## src/rtl/wash_pkg.sv

```systemverilog
// Shared definitions for the washing-machine controller: state encoding and
// the field layout of the 26-bit programme / remaining-time word.
package wash_pkg;

  localparam logic [2:0] ST_SHUTDOWN = 3'd0;
  localparam logic [2:0] ST_BEGIN    = 3'd1;
  localparam logic [2:0] ST_SET      = 3'd2;
  localparam logic [2:0] ST_RUN      = 3'd3;
  localparam logic [2:0] ST_ERROR    = 3'd4;
  localparam logic [2:0] ST_PAUSE    = 3'd5;
  localparam logic [2:0] ST_FINISH   = 3'd6;

  typedef enum logic [2:0] {
    SHUTDOWN_ST = ST_SHUTDOWN,
    BEGIN_ST    = ST_BEGIN,
    SET_ST      = ST_SET,
    RUN_ST      = ST_RUN,
    ERROR_ST    = ST_ERROR,
    PAUSE_ST    = ST_PAUSE,
    FINISH_ST   = ST_FINISH
  } wash_state_e;

  localparam int MSG_W      = 26;
  localparam int NUM_FIELDS = 8;

  localparam int F0_MSB = 25;
  localparam int F0_LSB = 23;
  localparam int F1_MSB = 22;
  localparam int F1_LSB = 19;
  localparam int F2_MSB = 18;
  localparam int F2_LSB = 16;
  localparam int F3_MSB = 15;
  localparam int F3_LSB = 13;
  localparam int F4_MSB = 12;
  localparam int F4_LSB = 10;
  localparam int F5_MSB = 9;
  localparam int F5_LSB = 6;
  localparam int F6_MSB = 5;
  localparam int F6_LSB = 3;
  localparam int F7_MSB = 2;
  localparam int F7_LSB = 0;

  function automatic int field_lsb(input int idx);
    int lsb;
    case (idx)
      0:       lsb = F0_LSB;
      1:       lsb = F1_LSB;
      2:       lsb = F2_LSB;
      3:       lsb = F3_LSB;
      4:       lsb = F4_LSB;
      5:       lsb = F5_LSB;
      6:       lsb = F6_LSB;
      default: lsb = F7_LSB;
    endcase
    return lsb;
  endfunction

  function automatic int field_msb(input int idx);
    int msb;
    case (idx)
      0:       msb = F0_MSB;
      1:       msb = F1_MSB;
      2:       msb = F2_MSB;
      3:       msb = F3_MSB;
      4:       msb = F4_MSB;
      5:       msb = F5_MSB;
      6:       msb = F6_MSB;
      default: msb = F7_MSB;
    endcase
    return msb;
  endfunction

  function automatic logic [MSG_W-1:0] field_mask(input int idx);
    logic [MSG_W:0] w_hi;
    logic [MSG_W:0] w_lo;
    w_hi = (MSG_W+1)'(1) << (field_msb(idx) + 1);
    w_lo = (MSG_W+1)'(1) << field_lsb(idx);
    return MSG_W'(w_hi - w_lo);
  endfunction

endpackage

```

## src/rtl/wash_sequencer_tick_divider.sv

```systemverilog
// Time-unit prescaler: counts 0..TICK_DIV-1 while enabled and emits a
// registered one-cycle tick in the cycle the count sits at TICK_DIV-1.
module tick_divider #(
  parameter int TICK_DIV = 50_000_000
) (
  input  logic cp,
  input  logic rst_n,
  input  logic en,
  input  logic clr,
  output logic tick
);

  localparam int CNT_W = $clog2(TICK_DIV);
  localparam logic [CNT_W-1:0] LAST = CNT_W'(TICK_DIV - 1);

  logic [CNT_W-1:0] r_cnt;
  logic [CNT_W-1:0] w_cnt_nx;
  logic             r_tick;

  always_comb begin
    w_cnt_nx = (r_cnt == LAST) ? '0 : r_cnt + CNT_W'(1);
  end

  // Tick is registered from the next count so it coincides with r_cnt == LAST.
  always_ff @(posedge cp or negedge rst_n) begin
    if (!rst_n) begin
      r_cnt  <= '0;
      r_tick <= 1'b0;
    end else if (clr || !en) begin
      r_cnt  <= '0;
      r_tick <= 1'b0;
    end else begin
      r_cnt  <= w_cnt_nx;
      r_tick <= (w_cnt_nx == LAST);
    end
  end

  assign tick = r_tick;

endmodule

```

## src/rtl/wash_sequencer.sv

```systemverilog
// Programme sequencer: owns machine state and remaining-time word, counting
// fields down MSB-first. Door interlock is built only with WASH_DOOR_INTERLOCK_EN.
//
// state       | meaning
// SHUTDOWN_ST | powered off, only power_key is honoured
// BEGIN_ST    | power-on splash for BEGIN_TICKS time units
// SET_ST      | idle, waiting for start with a non-zero programme
// RUN_ST      | counting the active field down once per time unit
// ERROR_ST    | door opened while running, countdown held
// PAUSE_ST    | user pause, countdown held until start
// FINISH_ST   | buzzer on for FINISH_TICKS time units
module wash_sequencer
  import wash_pkg::*;
#(
  parameter int TICK_DIV     = 50_000_000,
  parameter int BEGIN_TICKS  = 2,
  parameter int FINISH_TICKS = 5
) (
  input  logic             cp,
  input  logic             rst_n,
  input  logic             power_key,
  input  logic             start_key,
  input  logic             door_open,
  input  logic [MSG_W-1:0] prog,
  output logic [2:0]       state,
  output logic [MSG_W-1:0] msg,
  output logic             tick,
  output logic             stage_done,
  output logic             buzzer
);

  localparam int UNITS_MAX = (BEGIN_TICKS > FINISH_TICKS) ? BEGIN_TICKS : FINISH_TICKS;
  localparam int UNITS_W   = $clog2(UNITS_MAX + 1);

  wash_state_e        r_state;
  wash_state_e        w_state_nx;
  logic [MSG_W-1:0]   r_msg;
  logic [MSG_W-1:0]   w_msg_nx;
  logic [MSG_W-1:0]   w_dec_step;
  logic [MSG_W-1:0]   w_msg_dec;
  logic               w_field_one;
  logic               r_stage_done;
  logic               w_stage_done_nx;
  logic               r_buzzer;
  logic [UNITS_W-1:0] r_units;
  logic               w_units_tc;
  logic               w_tick;
  logic               w_div_en;
  logic               w_state_chg;

`ifndef WASH_DOOR_INTERLOCK_EN
  logic w_unused_door;
  assign w_unused_door = door_open;
`endif

  tick_divider #(.TICK_DIV(TICK_DIV)) u_tick_divider (
    .cp    (cp),
    .rst_n (rst_n),
    .en    (w_div_en),
    .clr   (w_state_chg),
    .tick  (w_tick)
  );

  assign w_div_en    = (r_state == BEGIN_ST) || (r_state == RUN_ST) || (r_state == FINISH_ST);
  assign w_state_chg = (w_state_nx != r_state);
  assign w_units_tc  = (r_units == '0);

  // Active field is the lowest-numbered non-zero one; scanning from F7 up
  // lets the last hit win. Subtracting its LSB weight never borrows out.
  always_comb begin
    w_dec_step  = '0;
    w_field_one = 1'b0;
    for (int i = NUM_FIELDS - 1; i >= 0; i--) begin
      if ((r_msg & field_mask(i)) != '0) begin
        w_dec_step  = MSG_W'(1) << field_lsb(i);
        w_field_one = ((r_msg & field_mask(i)) == (MSG_W'(1) << field_lsb(i)));
      end
    end
    w_msg_dec = r_msg - w_dec_step;
  end

  always_comb begin
    w_state_nx      = r_state;
    w_msg_nx        = r_msg;
    w_stage_done_nx = 1'b0;
    if (r_state == SHUTDOWN_ST) begin
      if (power_key) w_state_nx = BEGIN_ST;
    end else if (power_key) begin
      w_state_nx = SHUTDOWN_ST;
      w_msg_nx   = '0;
    end else begin
      case (r_state)
        BEGIN_ST: begin
          if (w_tick && w_units_tc) w_state_nx = SET_ST;
        end
        SET_ST: begin
          if (start_key && (prog != '0)) begin
            w_state_nx = RUN_ST;
            w_msg_nx   = prog;
          end
        end
        RUN_ST: begin
`ifdef WASH_DOOR_INTERLOCK_EN
          if (door_open) w_state_nx = ERROR_ST;
          else
`endif
          if (start_key) begin
            w_state_nx = PAUSE_ST;
          end else if (w_tick) begin
            w_msg_nx        = w_msg_dec;
            w_stage_done_nx = w_field_one;
            if (w_msg_dec == '0) w_state_nx = FINISH_ST;
          end
        end
`ifdef WASH_DOOR_INTERLOCK_EN
        ERROR_ST: begin
          if (!door_open) w_state_nx = PAUSE_ST;
        end
`endif
        PAUSE_ST: begin
          if (start_key) w_state_nx = RUN_ST;
        end
        FINISH_ST: begin
          if (start_key || (w_tick && w_units_tc)) begin
            w_state_nx = SET_ST;
            w_msg_nx   = '0;
          end
        end
        default: w_state_nx = SHUTDOWN_ST;
      endcase
    end
  end

  always_ff @(posedge cp or negedge rst_n) begin
    if (!rst_n) begin
      r_state      <= SHUTDOWN_ST;
      r_msg        <= '0;
      r_stage_done <= 1'b0;
      r_buzzer     <= 1'b0;
    end else begin
      r_state      <= w_state_nx;
      r_msg        <= w_msg_nx;
      r_stage_done <= w_stage_done_nx;
      r_buzzer     <= (w_state_nx == FINISH_ST);
    end
  end

  // Unit timer is loaded on entry to a timed state and counts ticks down.
  always_ff @(posedge cp or negedge rst_n) begin
    if (!rst_n) begin
      r_units <= '0;
    end else if (w_state_chg) begin
      if (w_state_nx == BEGIN_ST)       r_units <= UNITS_W'(BEGIN_TICKS - 1);
      else if (w_state_nx == FINISH_ST) r_units <= UNITS_W'(FINISH_TICKS - 1);
      else                              r_units <= '0;
    end else if (w_tick && !w_units_tc) begin
      r_units <= r_units - UNITS_W'(1);
    end
  end

  assign state      = r_state;
  assign msg        = r_msg;
  assign tick       = w_tick;
  assign stage_done = r_stage_done;
  assign buzzer     = r_buzzer;

endmodule

```

## config.mk

```make
export PLATFORM = sky130hd
export DESIGN_NAME = wash_sequencer
export DESIGN_NICKNAME = d
export VERILOG_FILES = /design/src/rtl/wash_pkg.sv /design/src/rtl/wash_sequencer_tick_divider.sv /design/src/rtl/wash_sequencer.sv
export SDC_FILE = /design/constraint.sdc
export NUM_CORES = 1
export LEC_CHECK = 0
export BUFFER_PORTS_ARGS = -buffer_cell sky130_fd_sc_hd__buf_2
export CORE_AREA = 2 2 94 119
export CTS_CLUSTER_SIZE = 40
export DETAILED_ROUTE_END_ITERATION = 10
export DIE_AREA = 0 0 96 121
export PLACE_DENSITY = 0.69
export RECOVER_POWER = 100
export SYNTH_ARGS = -nofsm -noshare
export SYNTH_HDL_FRONTEND = slang
export SYNTH_SLANG_ARGS = --single-unit
```

## constraint.sdc

```tcl
create_clock -name cp -period 7.47 [get_ports cp]
set_clock_uncertainty 0.2 [all_clocks]
set_input_delay 1.8675 -clock cp [delete_from_list [all_inputs] [get_ports cp]]
set_output_delay 1.8675 -clock cp [all_outputs]
set_load 0.005 [all_outputs]
```

[Word level (Yosys, flattened, before mapping)]
Cells that the tools add are included.
Storage, ports and cells
  output and inout port bits: 32
  bits in registers: 61
  word-level logic and storage cells: 166
  bits of input ports: 31
Operators by class
  add/sub/neg operators: 19
  mux-type cells: 61
  reduce and logical (&&, ||, !) cells: 24
  bitwise logic cells: 9
  equal/unequal tests: 22
  shifts and indexed selects: 24
Operators with widths (count)
  $shl A1 B32 Y26 const A: 24
  $mux W32: 16
  $mux W26: 15
  $add A32 B2 Y32 const B: 8
  $reduce_bool A26 Y1: 9
  $sub A26 B26 Y26: 9
  $and A26 B26 Y26: 8
  $eq A26 B26 Y1: 8
  $pmux W26 S3: 1
  $eq A26 B26 Y1 const B: 2
  $mux W3: 14
  $add A26 B1 Y26 const B: 1
  $logic_not A26 Y1: 1
  $pmux W3 S5: 1
  $mux W1: 14
  $eq A3 B3 Y1 const B: 3
  $eq A3 B1 Y1 const B: 2
  $eq A3 B2 Y1 const B: 2
  $logic_not A3 Y1: 2
  $ne A3 B2 Y1 const B: 2
  $ne A3 B3 Y1 const B: 2
  $reduce_and A6 Y1: 1
  $logic_or A1 B1 Y1: 4
  $reduce_bool A4 Y1: 1
  other kinds (6): 9

[Depth between registers and ports, before layout]
  depth in word-level cells: 23
  gate-level depth with buffers: 21
  depth with buffers taken out: 19

[By module]
Synthesis repeated with hierarchy kept, for this count alone.
Unflattened totals
  cells, all modules: 626
  area total of the unflattened synthesis: 5172.5 um^2
By module, submodules not included
  wash_sequencer: instances 1, cells each 463, sequential area each 850.8 um^2, area an instance 3629.7 um^2
  tick_divider: instances 1, cells each 163, sequential area each 675.6 um^2, area an instance 1542.7 um^2

[Worst setup path after synthesis]
Ideal clock, no wire load.
  kind: reg-to-reg
  start point: register r_msg[21], in the netlist msg[21]
  end point: register u_tick_divider.r_cnt[19]
  arrival: 4.919 ns
  cell stages (with the launch flop): 21
  setup time: 0.140 ns
  buffers on the path: 2
  setup slack: 2.211 ns
  required time: 7.130 ns
  clock period less this slack: 5.259 ns
  path through: dfrtp_1 clkbuf_1 nor3_1 nand3b_1 nor4_1 nand2_1 nor3_1 nand2_1 nor4b_1 ha_1 nor3b_1 o21ai_0 a31oi_1 o311ai_0 a2111oi_0 nand4_1 nor4_1 o21ai_1 a22oi_4 buf_8 nor3_2
Between the ends
  longest elaborated chain between the ends: 14
Ends and longest elaborated chain
  start, declared: line wash_sequencer.sv:37  | logic [MSG_W-1:0] r_msg;
  start signal, assigned: line wash_sequencer.sv:142  | r_msg <= w_msg_nx;
  $reduce_bool A26 Y1: line wash_sequencer.sv:74  | if ((r_msg & field_mask(i)) != '0) begin
  $mux W26 (2 in a row): line wash_sequencer.sv:74
  $sub A26 B26 Y26 *: line wash_sequencer.sv:79  | w_msg_dec = r_msg - w_dec_step;
  $logic_not A26 Y1 *: line wash_sequencer.sv:112  | if (w_msg_dec == '0) w_state_nx = FINISH_ST;
  $mux W3 *: line wash_sequencer.sv:112
  $mux W3 *: line wash_sequencer.sv:109  | end else if (w_tick) begin
  $mux W3 *: line wash_sequencer.sv:107  | if (start_key) begin
  $pmux W3 S5 *: line wash_sequencer.sv:92  | case (r_state)
  $mux W3 *: line wash_sequencer.sv:88  | end else if (power_key) begin
  $mux W3 *: line wash_sequencer.sv:86  | if (r_state == SHUTDOWN_ST) begin
  via w_state_nx[0]: line wash_sequencer.sv:36  | wash_state_e w_state_nx;
  $ne A3 B3 Y1 *: line wash_sequencer.sv:65  | assign w_state_chg = (w_state_nx != r_state);
  $logic_or A1 B1 Y1 *: line wash_sequencer_tick_divider.sv:29  | end else if (clr || !en) begin
  $mux W26 *: line wash_sequencer_tick_divider.sv:29
  end signal, assigned: line wash_sequencer_tick_divider.sv:33  | r_cnt <= w_cnt_nx;
  end, declared: line wash_sequencer_tick_divider.sv:16  | logic [CNT_W-1:0] r_cnt;
The timed path passes the listed nets; every way through them passes the cells marked *.
A chain may end at the register's enable or synchronous reset.

[Final worst setup path]
  start point: register r_msg[21], in the netlist msg[21]
  end point: register u_tick_divider.r_cnt[20]
The elaborated chain is that of the path after synthesis.

==> metrics.yaml <==
timing:
  period_minus_slack_ns: 6.81
  setup_viol: 0
  drv_slew: 98
  hold_viol_final: 0
  tightest_slew_ns: 3.32
  finalCritPeriodShare_pct: 91.2
  rsz0062_at_grt: "no"
  max_freq_mhz: 147
  slew-limit-headroom_pct: -121
  fin_hold_ws_ns: 0.326
  tns_ns: 0
synth:
  yosys_register_bits: 61
  seq_area_frac_synth_pct: 29.8
  synth_edf_count: 0
  syn_area_um2: 5120
  synth_top_area_share_pct: 29.8
  synth.distinct_cells: 73
  synth.avg_cell_area_um2: 7.82
  synth_top_area_cell: "dfrtp_1"
  synth_area_leaders: "dfrtp_1, nor2_1, o21ai_0"
  ys.flop_type: "dfrtp_1"
  syn_inst: 655
  synth_nets: 698
  synthArstFlopShare_pct: 100
  yosysWarnings: 0
final_layout:
  antenna_cells: 0
  seqCellArea_um2: 1530
  layout_common_cells: "nor2_1, nand2_1, dfrtp_1"
  post-route-util_pct: 54.5
  area.growth.synth_to_final_pct: 11.3
  drive_above_1_share_pct: 13.6
  n_fill_cell: 1016
  nNetsFinal: 735
  multi_input_area_um2: 3310
  layout_commonest_cell: "nor2_1"
place:
  post-dp-hpwl_um: 11500
  port_buffers: 61
  gp_congestion: 0.939
worst_setup_path:
  cpMaxStageDelayCell: "or4b_4"
  timing.rr.end: "u_tick_divider.r_cnt[20]$_DFF_PN0_"
  critPathLaunchType: "register"
  critPathMaxFanout: 27
  criticalPathCategory: "register to register"
  worstPathArrival_ns: 6.85
  reg2reg_slack_ns: 0.66
  rr_startpoint: "msg[21]$_DFFE_PN0P_"
  worstPathRequired_ns: 7.51
  endpoint_kind: "register"
  path_cells: "nor3_1 -> nand3b_1 -> nor4_1 -> nand2_1 -> nor3_1 -> nand2_1 -> nor4b_1 -> ha_1 -> nor3b_1 -> o21ai_0 -> a31oi_2 -> o311ai_0 -> a2111oi_0 -> nand4_1 -> or4b_4 -> a21oi_1 -> a22oi_4 -> buf_4 -> nor3_1"
  critPathMaxStageDelay_ns: 0.60
  cp_common_cell: "nor3_1"
  r2r_cells: 19
detailed_routing:
  drc: 0
  final_antenna_net_count: 0
  wl_um: 15600
  vias: 5308
  wire_per_inst_um: 18.8
  drtPass1Iterations: 5
  vias_per_cell: 6.40
  drt_iter0_drc: 432
power_and_ir_drop:
  cellLeakagePower_nw: 2.32
  power_density_nw_per_um2: 293
  peakVddDrop_uv: 175
  power_w: 0.00167
die:
  ioPinCount: 63
  dieArea_um2: 11600
  die_y_um: 121
  core_um2: 10500
  die_w_um: 96
  initial_core_util_pct: 49.0
  num_rows: 42
clocking:
  cts-buffers-inserted: 9
  cts_resized: 0
  ctsHoldBuffers: 0
  clock-root-buffer: "clkbuf_16"
  clk_pin_slew_ns: 0.05
  h-tree-depth: 3
  cts_tree: "done"
  postCtsSetupBuffers: 0
  cts_max_path_buffers: 2
  clkLatencyLatePin_ns: 0.33
  cts_sinks: 61
grt:
  grtUsageTotal_pct: 28.2
  grt_max_degree: 62
  grt_remaining_overflow: 0
  antenna_found_initial: 0
  grt_pass1_vias: 5076
  grt_pass1_wl_um: 25700
outcome:
  outcome: "complete, but fails checks"
  violations: "max-capacitance violations, max-slew violations"
hold_path:
  hold_path_depth: 1
  hold_class: "register to register"
  hold_end: "u_tick_divider.r_cnt[0]$_DFF_PN0_"
  min_from: "u_tick_divider.r_cnt[0]$_DFF_PN0_"
job:
  drv_cap: 2
[kinds of logic (layout without fill, tap and decap cells)]
| logic type | count (synthesis) | count (layout) | synth area share [%] |
|---|---|---|---|
| AO/OA/AOI/OAI | 171 | 171 | 22.5 |
| flip-flops | 61 | 61 | 29.8 |
| AND/OR/NAND/NOR | 309 | 309 | 32.4 |
| XOR/XNOR | 34 | 34 | 5.81 |
| multiplexers | 7 | 7 | 1.42 |
| buffers and inverters | 61 | 103 | 5.15 |
| adder cells (fa/ha/maj) | 12 | 12 | 2.93 |
[metal layers]
| layer | vias to the layer above | track usage (%) | wire, µm |
|---|---|---|---|
| met2 | 229 | 44.2 | 7330 |
| met5 | - | 0 | 0 |
| met3 | 46 | 3.79 | 1040 |
| met4 | 0 | 13.5 | 669 |
| li1 | 2498 | - | - |
| met1 | 2535 | 38.0 | 6560 |
[cells in the mapped netlist, types with 5 or more instances]
cell type	n
nand3_1	19
o31a_1	5
xor2_1	12
a21oi_1	37
dfrtp_1	61
xnor2_1	22
a22oi_1	12
o31ai_1	10
o22ai_1	5
nand2_1	61
mux2i_1	5
nor3_1	40
or4_1	6
or2_2	5
ha_1	12
clkbuf_1	34
a211oi_1	7
nand3b_1	5
nor2_1	75
and3_1	7
nor3b_1	6
inv_1	19
or3_1	6
o21ai_0	46
nor2b_1	5
nor3_2	5
nor4_1	11
nand4_1	15
a31oi_1	6
nand2b_1	14
[worst max path at each step]
stage               cells after the start           startpoint                            endpoint  slack [ns]
finish                                 19  msg[21]$_DFFE_PN0P_  u_tick_divider.r_cnt[20]$_DFF_PN0_        0.66
global route                           19  msg[21]$_DFFE_PN0P_              r_units[0]$_DFFE_PN0P_       0.007
CTS                                    19  msg[22]$_DFFE_PN0P_              r_units[0]$_DFFE_PN0P_        0.59
detailed placement                     19  msg[21]$_DFFE_PN0P_              r_units[0]$_DFFE_PN0P_        0.64
global placement                       19  msg[22]$_DFFE_PN0P_              r_units[0]$_DFFE_PN0P_        0.81
floorplan                              20  msg[21]$_DFFE_PN0P_  u_tick_divider.r_cnt[19]$_DFF_PN0_        2.21
[worst max-delay path: cells and delay by family (launching register included)]
family                     cells  cell delay [ns]
DFF                            1             0.48
and+or+nand+nor               11             3.62
AOI/OAI and AO/OA              6             1.89
buffers and inverters          1             0.25
adders and majority gates      1             0.24
[cell type report]
type | instances | share of cell area, %
timing repair buffer | 68 | 5.84
tap | 132 | 2.90
inverter | 19 | 1.25
sequential | 61 | 26.8
clock buffer | 9 | 3.95
multi-input combinational | 533 | 58.0
clock inverter | 7 | 1.29
[stage by stage]
step	setup slack, ns	area (µm²)	instances
finish	0.657	5700	829
global route	0.00672	5700	829
CTS	0.589	5760	829
detailed placement	0.637	5460	813
global placement	0.813	5460	813
floorplan	2.21	5120	655
[power by group]
group | leakage (nW) | internal, W | switching (W)
clock | 0.134 | 0.000258 | 0.000162
combinational | 1.36 | 0.000313 | 0.000485
sequential | 0.820 | 0.000366 | 0.0000885
[flip-flops by register name, summed over array words and instances (netlist names)]
name and cells:
u_tick_divider.r_cnt 26, msg 26, stage_done 1, buzzer 1, state 3, u_tick_divider.tick 1, r_units 3
(Power assumes the default switching activity.)
